===== src/rtl/mem_unit.sv =====
// rtl/mem_unit.sv - WISC memory stage: data-memory handshake, stall, writeback and return path (optional store buffer: MEM_STORE_BUFFER_EN)
module mem_unit #(
    parameter int DATA_W   = 16,
    parameter int MAX_WAIT = 15
) (
    input  logic              clk,
    input  logic              rst_n,
    input  logic              in_valid,
    input  logic              mem_to_reg_in,
    input  logic              reg_to_mem_in,
    input  logic              ret_future_in,
    input  logic [3:0]        reg_rd_in,
    input  logic [DATA_W-1:0] alu_result,
    input  logic [DATA_W-1:0] wr_data,
    output logic              stall,
    output logic              dm_req,
    output logic              dm_we,
    output logic [DATA_W-1:0] dm_addr,
    output logic [DATA_W-1:0] dm_wdata,
    input  logic [DATA_W-1:0] dm_rdata,
    input  logic              dm_ready,
    output logic              wb_valid,
    output logic              wb_mem_to_reg,
    output logic [3:0]        wb_reg_rd,
    output logic [DATA_W-1:0] wb_data,
    output logic              ret_wb,
    output logic [DATA_W-1:0] PC_stack_pointer,
    output logic              mem_err
);

    localparam logic [1:0] S_IDLE     = 2'd0;
    localparam logic [1:0] S_ACCESS   = 2'd1;
    localparam logic [1:0] S_COMPLETE = 2'd2;

    localparam logic [1:0] K_LW  = 2'd0;
    localparam logic [1:0] K_SW  = 2'd1;
    localparam logic [1:0] K_RET = 2'd2;

    localparam logic [3:0] MAX_W = 4'(MAX_WAIT);

    logic [1:0]        state;
    logic [1:0]        op_kind;
    logic [3:0]        wait_cnt;
    logic [3:0]        lat_rd;
    logic [DATA_W-1:0] lat_addr;
    logic [DATA_W-1:0] lat_data;

    logic is_lw, is_sw, is_ret, is_none, is_mem;
    logic busy, accept;
    logic [1:0] new_kind;

`ifdef MEM_STORE_BUFFER_EN
    // One buffered store; shares lat_addr/lat_data with ACCESS since the two never overlap.
    logic buf_valid;
`endif

    // Decode the op kind; any combination of two or more flags is an illegal no-op.
    always_comb begin
        is_lw    = mem_to_reg_in  & ~reg_to_mem_in & ~ret_future_in;
        is_sw    = ~mem_to_reg_in &  reg_to_mem_in & ~ret_future_in;
        is_ret   = ~mem_to_reg_in & ~reg_to_mem_in &  ret_future_in;
        is_none  = ~mem_to_reg_in & ~reg_to_mem_in & ~ret_future_in;
        is_mem   = is_lw | is_sw | is_ret;
        new_kind = is_sw ? K_SW : (is_ret ? K_RET : K_LW);
    end

    // Stall and memory request derive from state (plus buffer occupancy when enabled).
    always_comb begin
`ifdef MEM_STORE_BUFFER_EN
        stall = (state == S_ACCESS) || (buf_valid && in_valid && is_mem);
        busy  = (state == S_ACCESS) || buf_valid;
`else
        stall = (state == S_ACCESS);
        busy  = (state == S_ACCESS);
`endif
        accept   = in_valid && !stall;
        dm_req   = busy;
        dm_we    = busy && (op_kind == K_SW);
        dm_addr  = lat_addr;
        dm_wdata = lat_data;
    end

    // FSM, latched request, wait counter and registered writeback/return outputs.
    always_ff @(posedge clk or negedge rst_n) begin
        if (!rst_n) begin
            state            <= S_IDLE;
            op_kind          <= K_LW;
            wait_cnt         <= 4'd0;
            lat_rd           <= 4'd0;
            lat_addr         <= '0;
            lat_data         <= '0;
            wb_valid         <= 1'b0;
            wb_mem_to_reg    <= 1'b0;
            wb_reg_rd        <= 4'd0;
            wb_data          <= '0;
            ret_wb           <= 1'b0;
            PC_stack_pointer <= '0;
            mem_err          <= 1'b0;
`ifdef MEM_STORE_BUFFER_EN
            buf_valid        <= 1'b0;
`endif
        end else begin
            wb_valid      <= 1'b0;
            wb_mem_to_reg <= 1'b0;
            ret_wb        <= 1'b0;

            if (state == S_COMPLETE) begin
                state <= S_IDLE;
            end

            if (busy) begin
                if (dm_ready) begin
`ifdef MEM_STORE_BUFFER_EN
                    buf_valid <= 1'b0;
`endif
                    if (state == S_ACCESS) begin
                        state <= S_COMPLETE;
                        if (op_kind == K_LW) begin
                            wb_valid      <= 1'b1;
                            wb_mem_to_reg <= 1'b1;
                            wb_data       <= dm_rdata;
                            wb_reg_rd     <= lat_rd;
                        end else if (op_kind == K_RET) begin
                            ret_wb           <= 1'b1;
                            PC_stack_pointer <= dm_rdata;
                        end
                    end
                end else begin
                    // Request stays held after a timeout; the error just sticks.
                    if (wait_cnt != MAX_W) begin
                        wait_cnt <= wait_cnt + 4'd1;
                    end
                    if (wait_cnt + 4'd1 == MAX_W) begin
                        mem_err <= 1'b1;
                    end
                end
            end

            if (accept) begin
                if (is_mem) begin
                    op_kind  <= new_kind;
                    lat_addr <= alu_result;
                    lat_data <= wr_data;
                    lat_rd   <= reg_rd_in;
                    wait_cnt <= 4'd0;
`ifdef MEM_STORE_BUFFER_EN
                    if (is_sw) begin
                        buf_valid <= 1'b1;
                    end else begin
                        state <= S_ACCESS;
                    end
`else
                    state <= S_ACCESS;
`endif
                end else if (is_none) begin
                    wb_valid  <= 1'b1;
                    wb_data   <= alu_result;
                    wb_reg_rd <= reg_rd_in;
                end
            end
        end
    end

endmodule


===== config.mk =====
export PLATFORM = sky130hd
export DESIGN_NAME = mem_unit
export DESIGN_NICKNAME = d
export VERILOG_FILES = /design/src/rtl/mem_unit.sv
export SDC_FILE = /design/constraint.sdc
export NUM_CORES = 1
export LEC_CHECK = 0
export BUFFER_PORTS_ARGS = -buffer_cell sky130_fd_sc_hd__buf_2
export CAP_MARGIN = 20
export CORE_MARGIN = 2
export CORE_UTILIZATION = 45
export CTS_CLUSTER_SIZE = 30
export DETAILED_ROUTE_END_ITERATION = 12
export HOLD_SLACK_MARGIN = 0.02
export PLACE_DENSITY_LB_ADDON = 0.25
export SYNTH_ARGS = -nofsm -noshare
export SYNTH_HDL_FRONTEND = slang
export SYNTH_SLANG_ARGS = --single-unit

===== constraint.sdc =====
create_clock -name clk -period 2 [get_ports clk]
set_clock_uncertainty 0.05 [all_clocks]
set_input_delay 0.4 -clock clk [delete_from_list [all_inputs] [get_ports clk]]
set_output_delay 0.4 -clock clk [all_outputs]
set_load 0.03 [all_outputs]

Yosys cells after proc, flatten, opt, wreduce, memory -nomap -nowiden
Index checks and enable logic that the tools add are counted.
Widths: inputs -> output; s select.
{ "totals": {"in_bits": 59, "out_inout_bits": 75, "register_bits": 84} }
{ "classes": {"bitwise": 14, "n_eq_ne": 6, "muxes": 34, "add_sub_neg": 1, "reduce_logical": 7} }
{ "ops": {"columns": ["cell", "n"], "rows": [
  ["$mux 16", 6],
  ["$mux 4", 11],
  ["$mux 2", 7],
  ["$mux 1", 10],
  ["$and 1x1->1", 7],
  ["$not 1->1", 5],
  ["$add 4x1->4 const B", 1],
  ["$eq 2x1->1 const B", 2],
  ["$eq 2x2->1 const B", 2],
  ["$eq 4x4->1 const B", 1],
  ["$ne 4x4->1 const B", 1],
  ["$reduce_and 4->1", 1],
  ["$reduce_and 3->1", 1],
  ["$logic_and 1x1->1", 2],
  ["$logic_not 2->1", 1],
  ["$or 1x1->1", 2],
  ["$reduce_and 2->1", 1],
  ["$logic_not 1->1", 1]
]} }

Longest topological paths before layout
Gate-level depths: netlist of run 1.
{ "depth": {"word_depth": 7, "depth_mapped": 6, "depth_no_buf": 4} }

Worst setup path after synthesis of run 1
Ideal clock, no wire load.
{ "synth_path": {"path_kind": "reg-to-output", "from": "register state[1]", "to": "output port stall", "path_slack_ns": -0.006, "path_stages_with_launch": 6, "n_path_buf": 3, "t_required_ns": 1.550, "arrival_ns": 1.556, "cell_sequence": "dfrtp_1 > nand2b_1 > buf_2 > inv_2 > clkbuf_1 > buf_4"} }
{ "synth_via": {"elab_chain_len": 1} }
{ "synth_lines": {"columns": ["item", "line_no", "text"], "rows": [
  ["start: declaration", "41", "logic [1:0] state;"],
  ["start signal: assignment", "86", "state <= S_IDLE;"],
  ["start signal: assignment", "108", "state <= S_IDLE;"],
  ["start signal: assignment", "117", "state <= S_COMPLETE;"],
  ["$eq 2x1->1", null, null],
  ["end: declaration", "15", "output logic stall,"]
]} }
No other way between the ends.

Final worst setup path of run 1
{ "layout_path": {"from": "register state[1]", "to": "output port stall"} }
{ "layout_via": {"elab_chain_len": 1} }
{ "layout_lines": {"columns": ["item", "line_no", "text"], "rows": [
  ["$eq 2x1->1", "73", "stall = (state == S_ACCESS);"]
]} }
No other way between the ends.

==> results of run 1 <==
[worst max-delay path, cell delays in order (launching register included)]
cell,delay [ps]
dfrtp_1,430
nand2b_2,290
inv_2,170
buf_2,220
[cell type report]
class | instances | area [um^2] | area share
diodes | 1 | 2.50 | 0.000535
clock buffers | 10 | 128 | 0.0273
clock inverters | 6 | 48.8 | 0.0104
inverters | 6 | 22.5 | 0.00482
multi-input cells | 178 | 1390 | 0.298
flip-flops and latches | 84 | 2100 | 0.450
well taps | 102 | 128 | 0.0273
repair buffers | 152 | 851 | 0.182
[cell usage in the layout (no fill, tap or decap), types with 4 or more instances in the layout]
master    instances
buf_2           132
dfrtp_1          84
mux2_2           48
o21ai_0          24
nand3_1          24
a31oi_1          21
nor4_1           20
buf_4            16
clkbuf_8          9
inv_1             5
mux2_1            4
[how the worst max path moves through the flow]
stage                  startpoint      endpoint  slack [ps]  depth (start not counted)
finish                   state[1]         stall         100                          3
global route             state[1]         stall          30                          3
CTS                      state[1]        dm_req          20                          3
detailed placement  ret_future_in    wb_data[4]         160                          5
global placement    reg_to_mem_in  dm_wdata[15]         240                          5
floorplan                state[1]         dm_we         240                          3
[per-stage QoR]
step                std cells  power, mW  area (um^2)
finish                    539       6.93         4670
global placement          521       5.81         4480
floorplan                 291       4.85         3630
CTS                       538       6.99         4670
global route              539       7.33         4670
detailed placement        521       5.89         4480
[what timing repair did]
| action | CTS | global route |
|---|---|---|
| hold buffers | 1 | 0 |
| endpoints found under the setup margin | 0 | 2 |
| resized for setup | 0 | 1 |
| hold endpoints to repair | 39 | 0 |
[layer usage]
| layer | wire, um | vias to the layer above | share of wire | track usage |
|---|---|---|---|---|
| met4 | 127 | 0 | 0.014 | 0.0628 |
| met3 | 763 | 12 | 0.086 | 0.0642 |
| met2 | 4230 | 111 | 0.48 | 0.321 |
| li1 | - | 1364 | - | - |
| met1 | 3730 | 1418 | 0.42 | 0.279 |
| met5 | 0 | - | 0 | 0 |
[power groups by stage]
stage | clock [mW] | combinational, mW | sequential (mW)
global route | 1.20 | 3.33 | 2.80
CTS | 1.12 | 3.16 | 2.71
finish | 1.08 | 3.13 | 2.71
detailed placement | 0 | 3.16 | 2.73
global placement | 0 | 3.09 | 2.72
floorplan | 0 | 0.919 | 3.93
[cell families (layout without fill, tap and decap cells)]
family	Yosys count	count (layout)	share of synthesized area
xor+xnor	3	3	0.00930
simple gates	62	62	0.0989
other cells	0	1	0
fa+ha+maj	2	2	0.00689
flops	84	84	0.579
mux	52	52	0.161
compound gates	59	59	0.104
buf+inv	29	174	0.0406
==> results.ini, run 1 <==
[timing]
slew_headroom=0.630
finalHoldViolations=0
whs_ps=208
worst_slack_ps=105
fin_crit_sh=0.948
fmax_mhz=528
worstMarginPinSlew_ps=555
maxSlewViolCount=0
min_period_ps=1900
rsz0062_at_grt=no
setup_viol=0
tns_ps=0

[yosys]
syn-instance-count=291
synth.avg_cell_area_um2=12.5
ys_seq_elements=84
synth.top_cells.by_count=dfrtp_1 (84), mux2_2 (48), nand3_1 (24), o21ai_0 (24), a31oi_1 (21)
syn-num-nets=352
synth_area_leaders=dfrtp_1 (58%), mux2_2 (15%), a31oi_1 (3.6%)
synth_flop_cell=dfrtp_1
yosysWarningCount=0
async_reset_ff_frac=1.00
synth_top_area_frac=0.579
yosys.area.top_type=dfrtp_1
synth_cell_types=39
yosysMostFrequentCell=dfrtp_1
synth_area_um2=3630
yosysSeqAreaShare=0.579
synth_edf_count=0

[final_layout]
final_util=0.602
fillers=709
syn_to_final_growth_pct=28.7
drive_gt1_frac=0.511
nNetsFinal=492

[critical_path]
startpoint_type=flop
cp_max_fo=7
reg2reg_depth=3
arrival_ps=1450
r2r-end=wb_data[13]
required_ps=1550
end_kind=primary output
crit_type=reg -> out
rrSetupSlack_ps=260
rr_startpoint=op_kind[1]

[route]
postRouteAntennaNets=0
drc=0
vias_per_cell=5.39
num_vias=2905
routed_wl_mm=8.85
dr.pass1.iters=4
wl_per_cell_um=16.4
drtIter0Drc=113

[power]
ir_worst_vdd_mv=0.846
switchingPower_mw=3.05
internal-power_mw=3.88
p_per_area_nw_per_um2=1480
comb_power_share=0.452
clock_power_share=0.157
p_leak_nw=2.17
p_seq_frac=0.391
swShare=0.440

[floorplanning]
dieArea_um2=8810
rows=32
core_area_um2=7770
initial_utilization=0.468
chipHeight_um=93.8
dieWidth_um=93.8
ios=134

[min_path]
hold_end=dm_wdata[11]
worstHoldStart=wr_data[11]
min_delay_path_depth=2
hold_path.class=in -> reg

[flow_run]
drv_cap=0

[clock_tree]
cts_setup_buffers=0
cts_root_buffer=clkbuf_8
cts_max_level=3
cts_sinks=84
clk_path_buf_depth=2
cts_buffers=9
clk_latency_ps=340
cts_tree=yes
clk_pin_slew_ps=90

[global_route]
grt_antenna_before_repair=1
grt_start_max_net_pins=42
grt_use_total=0.207
grt_overflow=0
grt_pass1_wl_mm=14.1
grt_pass1_vias=2816

[placed_design]
globalplace.congestion=0.844
hpwl_mm=6.40
io_buffers=133
dp_worst_setup_slack_ps=164

[outcome]
outcome=complete, no violations

(Power assumes the default switching activity.)
==> inputs of run 2 (changes only) <==
--- a/config.mk
+++ b/config.mk
@@ -5,6 +5,7 @@
 export SDC_FILE = /design/constraint.sdc
 export NUM_CORES = 1
 export LEC_CHECK = 0
+export ABC_AREA = 1
 export BUFFER_PORTS_ARGS = -buffer_cell sky130_fd_sc_hd__buf_2
 export CAP_MARGIN = 20
 export CORE_MARGIN = 2
@@ -12,6 +13,7 @@
 export CTS_CLUSTER_SIZE = 30
 export DETAILED_ROUTE_END_ITERATION = 12
 export HOLD_SLACK_MARGIN = 0.02
+export MAX_ROUTING_LAYER = met4
 export PLACE_DENSITY_LB_ADDON = 0.25
 export SYNTH_ARGS = -nofsm -noshare
 export SYNTH_HDL_FRONTEND = slang
==> results.ini, run 2 <==
[floorplanning]
dieWidth_um=93.4
chipHeight_um=93.4
initial_utilization=0.466
dieArea_um2=8730
ios=134
rows=32
core_area_um2=7730

[placed_design]
dpl-instance-area_um2=4390
dp_worst_setup_slack_ps=268
hpwl_mm=6.73
globalplace.congestion=0.876
place_inst=664
io_buffers=133

[critical_path]
path_cells=inv_2 -> nand2_2 -> nor3_1 -> buf_2
cp_slowest_cell=dfrtp_1
startpoint_type=flop
rr_startpoint=state[0]
r2r-end=wb_data[8]
required_ps=1550
crit_type=reg -> out
end_kind=primary output
reg2reg_depth=7
cp_max_fo=3
critPathMaxStageDelay_ps=420
rrSetupSlack_ps=320
arrival_ps=1290
path_delay_family=flip-flops
cp_num_buf_inv=2

[global_route]
grt_pass1_vias=3095
grt_antenna_before_repair=0
grt_use_total=0.229
grt_overflow=0
grt_pass1_wl_mm=15.1
grt_start_max_net_pins=51

[yosys]
syn-instance-count=437
syn-num-nets=498
async_reset_ff_frac=1.00
synth_top_area_frac=0.584
yosys.area.top_type=dfrtp_1
ys_seq_elements=84
yosys.area_share.simple=0.261
synth.top_cells.by_count=nand2_1 (154), dfrtp_1 (84), nor2_1 (55)
synth_flop_cell=dfrtp_1
synth.mux.area_fraction=0
yosysMostFrequentCell=nand2_1
synth_cell_types=24
synth_area_leaders=dfrtp_1 (58%), nand2_1 (16%), nor2_1 (5.7%)
synth_compound_area_frac=0.0692
synthAdderAreaFrac=0.00695
synthXorXnorAreaFrac=0.00243
synth.avg_cell_area_um2=8.23
synth_edf_count=0
synth_top_family_by_area=simple AND/OR/NAND/NOR gates
yosysSeqAreaShare=0.584
synth_area_um2=3600
yosysWarningCount=0

[clock_tree]
cts_setup_buffers=0
clk_path_buf_depth=2
cts_root_buffer=clkbuf_8
cts_buffers=9
cts_max_level=3
clk_pin_slew_ps=90
cts_sinks=84
clk_latency_ps=350
cts_tree=yes

[timing]
worst_slack_ps=261
worstMarginPinSlew_ps=457
min_period_ps=1740
slew_headroom=0.695
tns_ps=0
setup_viol=0
maxSlewViolCount=0
fin_crit_sh=0.869
fmax_mhz=575
finalHoldViolations=0
rsz0062_at_grt=no

[power]
p_leak_nw=2.63
p_per_area_nw_per_um2=1580
ir_worst_vdd_mv=0.750

[route]
drtIter0Drc=207
drc=0
routed_wl_mm=9.06
postRouteAntennaNets=0
vias_per_cell=4.64
wl_per_cell_um=13.3
num_vias=3157
dr.pass1.iters=4

[final_layout]
fillers=737
final_area_um2=4590
diodes=0
syn_to_final_growth_pct=27.5
nNetsFinal=635
layoutNonFillerInstCount=680
drive_gt1_frac=0.287
final_util=0.594
final_common_cell=nand2_1
final_cell_mix=nand2_1 (154), buf_2 (132), dfrtp_1 (84)

[min_path]
hold_end=dm_wdata[13]
hold_path.class=in -> reg
worstHoldStart=wr_data[13]
min_delay_path_depth=3

[flow_run]
drv_cap=0

[outcome]
outcome=complete, no violations

-- run 2: changes by cell type in the layout (fill, tap and decap cells not counted), sizes merged, moves of 8 or more --
cell	delta
nand2	+155
nor2	+54
nor4	-20
mux2	-52
buf	-8
a31oi	-21
inv	+38
o21ai	+21
-- run 2: cell families (layout without fill, tap and decap cells) --
family          after synthesis  count (layout)
simple gates                237             237
buf+inv                      65             206
fa+ha+maj                     2               2
compound gates               48              48
xor+xnor                      1               1
flops                        84              84
-- run 2: layout make-up --
cell class / instances / area (um^2) / share of cell area
timing repair buffer: 144 / 766 / 0.167
tap: 102 / 128 / 0.0278
inverter: 47 / 176 / 0.0384
clock inverter: 4 / 50.0 / 0.0109
clock buffer: 11 / 141 / 0.0308
sequential: 84 / 2100 / 0.458
multi-input combinational: 288 / 1230 / 0.267
-- run 2: layer usage --
layer  global-route usage  wire (um)  vias to the layer above
met2                0.344       4210                       79
met1                0.308       4220                     1456
met3               0.0556        399                       15
li1                     -          -                     1607
met5                    -          0                        -
met4               0.0784        232                        0
-- run 2: how the worst max path moves through the flow --
stage	depth (start not counted)	slack (ps)	endpoint	from
final	4	260	dm_we	state[1]
after global routing	7	160	wb_data[14]	state[0]
after CTS	4	260	dm_we	state[1]
after detailed placement	7	270	dm_wdata[14]	reg_to_mem_in
after global placement	7	390	dm_wdata[12]	reg_to_mem_in
after floorplan	4	140	dm_we	state[1]
-- run 2: timing repair --
action                    CTS  global route
gates resized for setup     0             0
hold endpoints to repair   11             0
hold buffers                1             0
-- run 2: worst min-delay path, stage by stage --
cell,delay (ps)
buf_2,70
nand2_1,40
nand2_1,40
-- run 2: power by group --
group / switching (mW) / leakage, nW / internal [mW] / total [mW]
clock network: 0.598 / 0.0914 / 0.603 / 1.20
logic: 2.33 / 1.52 / 0.932 / 3.26
registers: 0.389 / 1.02 / 2.39 / 2.78
total: 3.31 / 2.63 / 3.92 / 7.24
-- run 2: stage by stage --
| stage | hold WS, ps | power [mW] |
|---|---|---|
| after detailed placement | 214 | 6.09 |
| after floorplan | 54.4 | 5.03 |
| final | 182 | 7.24 |
| after global placement | 207 | 5.99 |
| after global routing | 179 | 7.74 |
| after CTS | 171 | 7.30 |
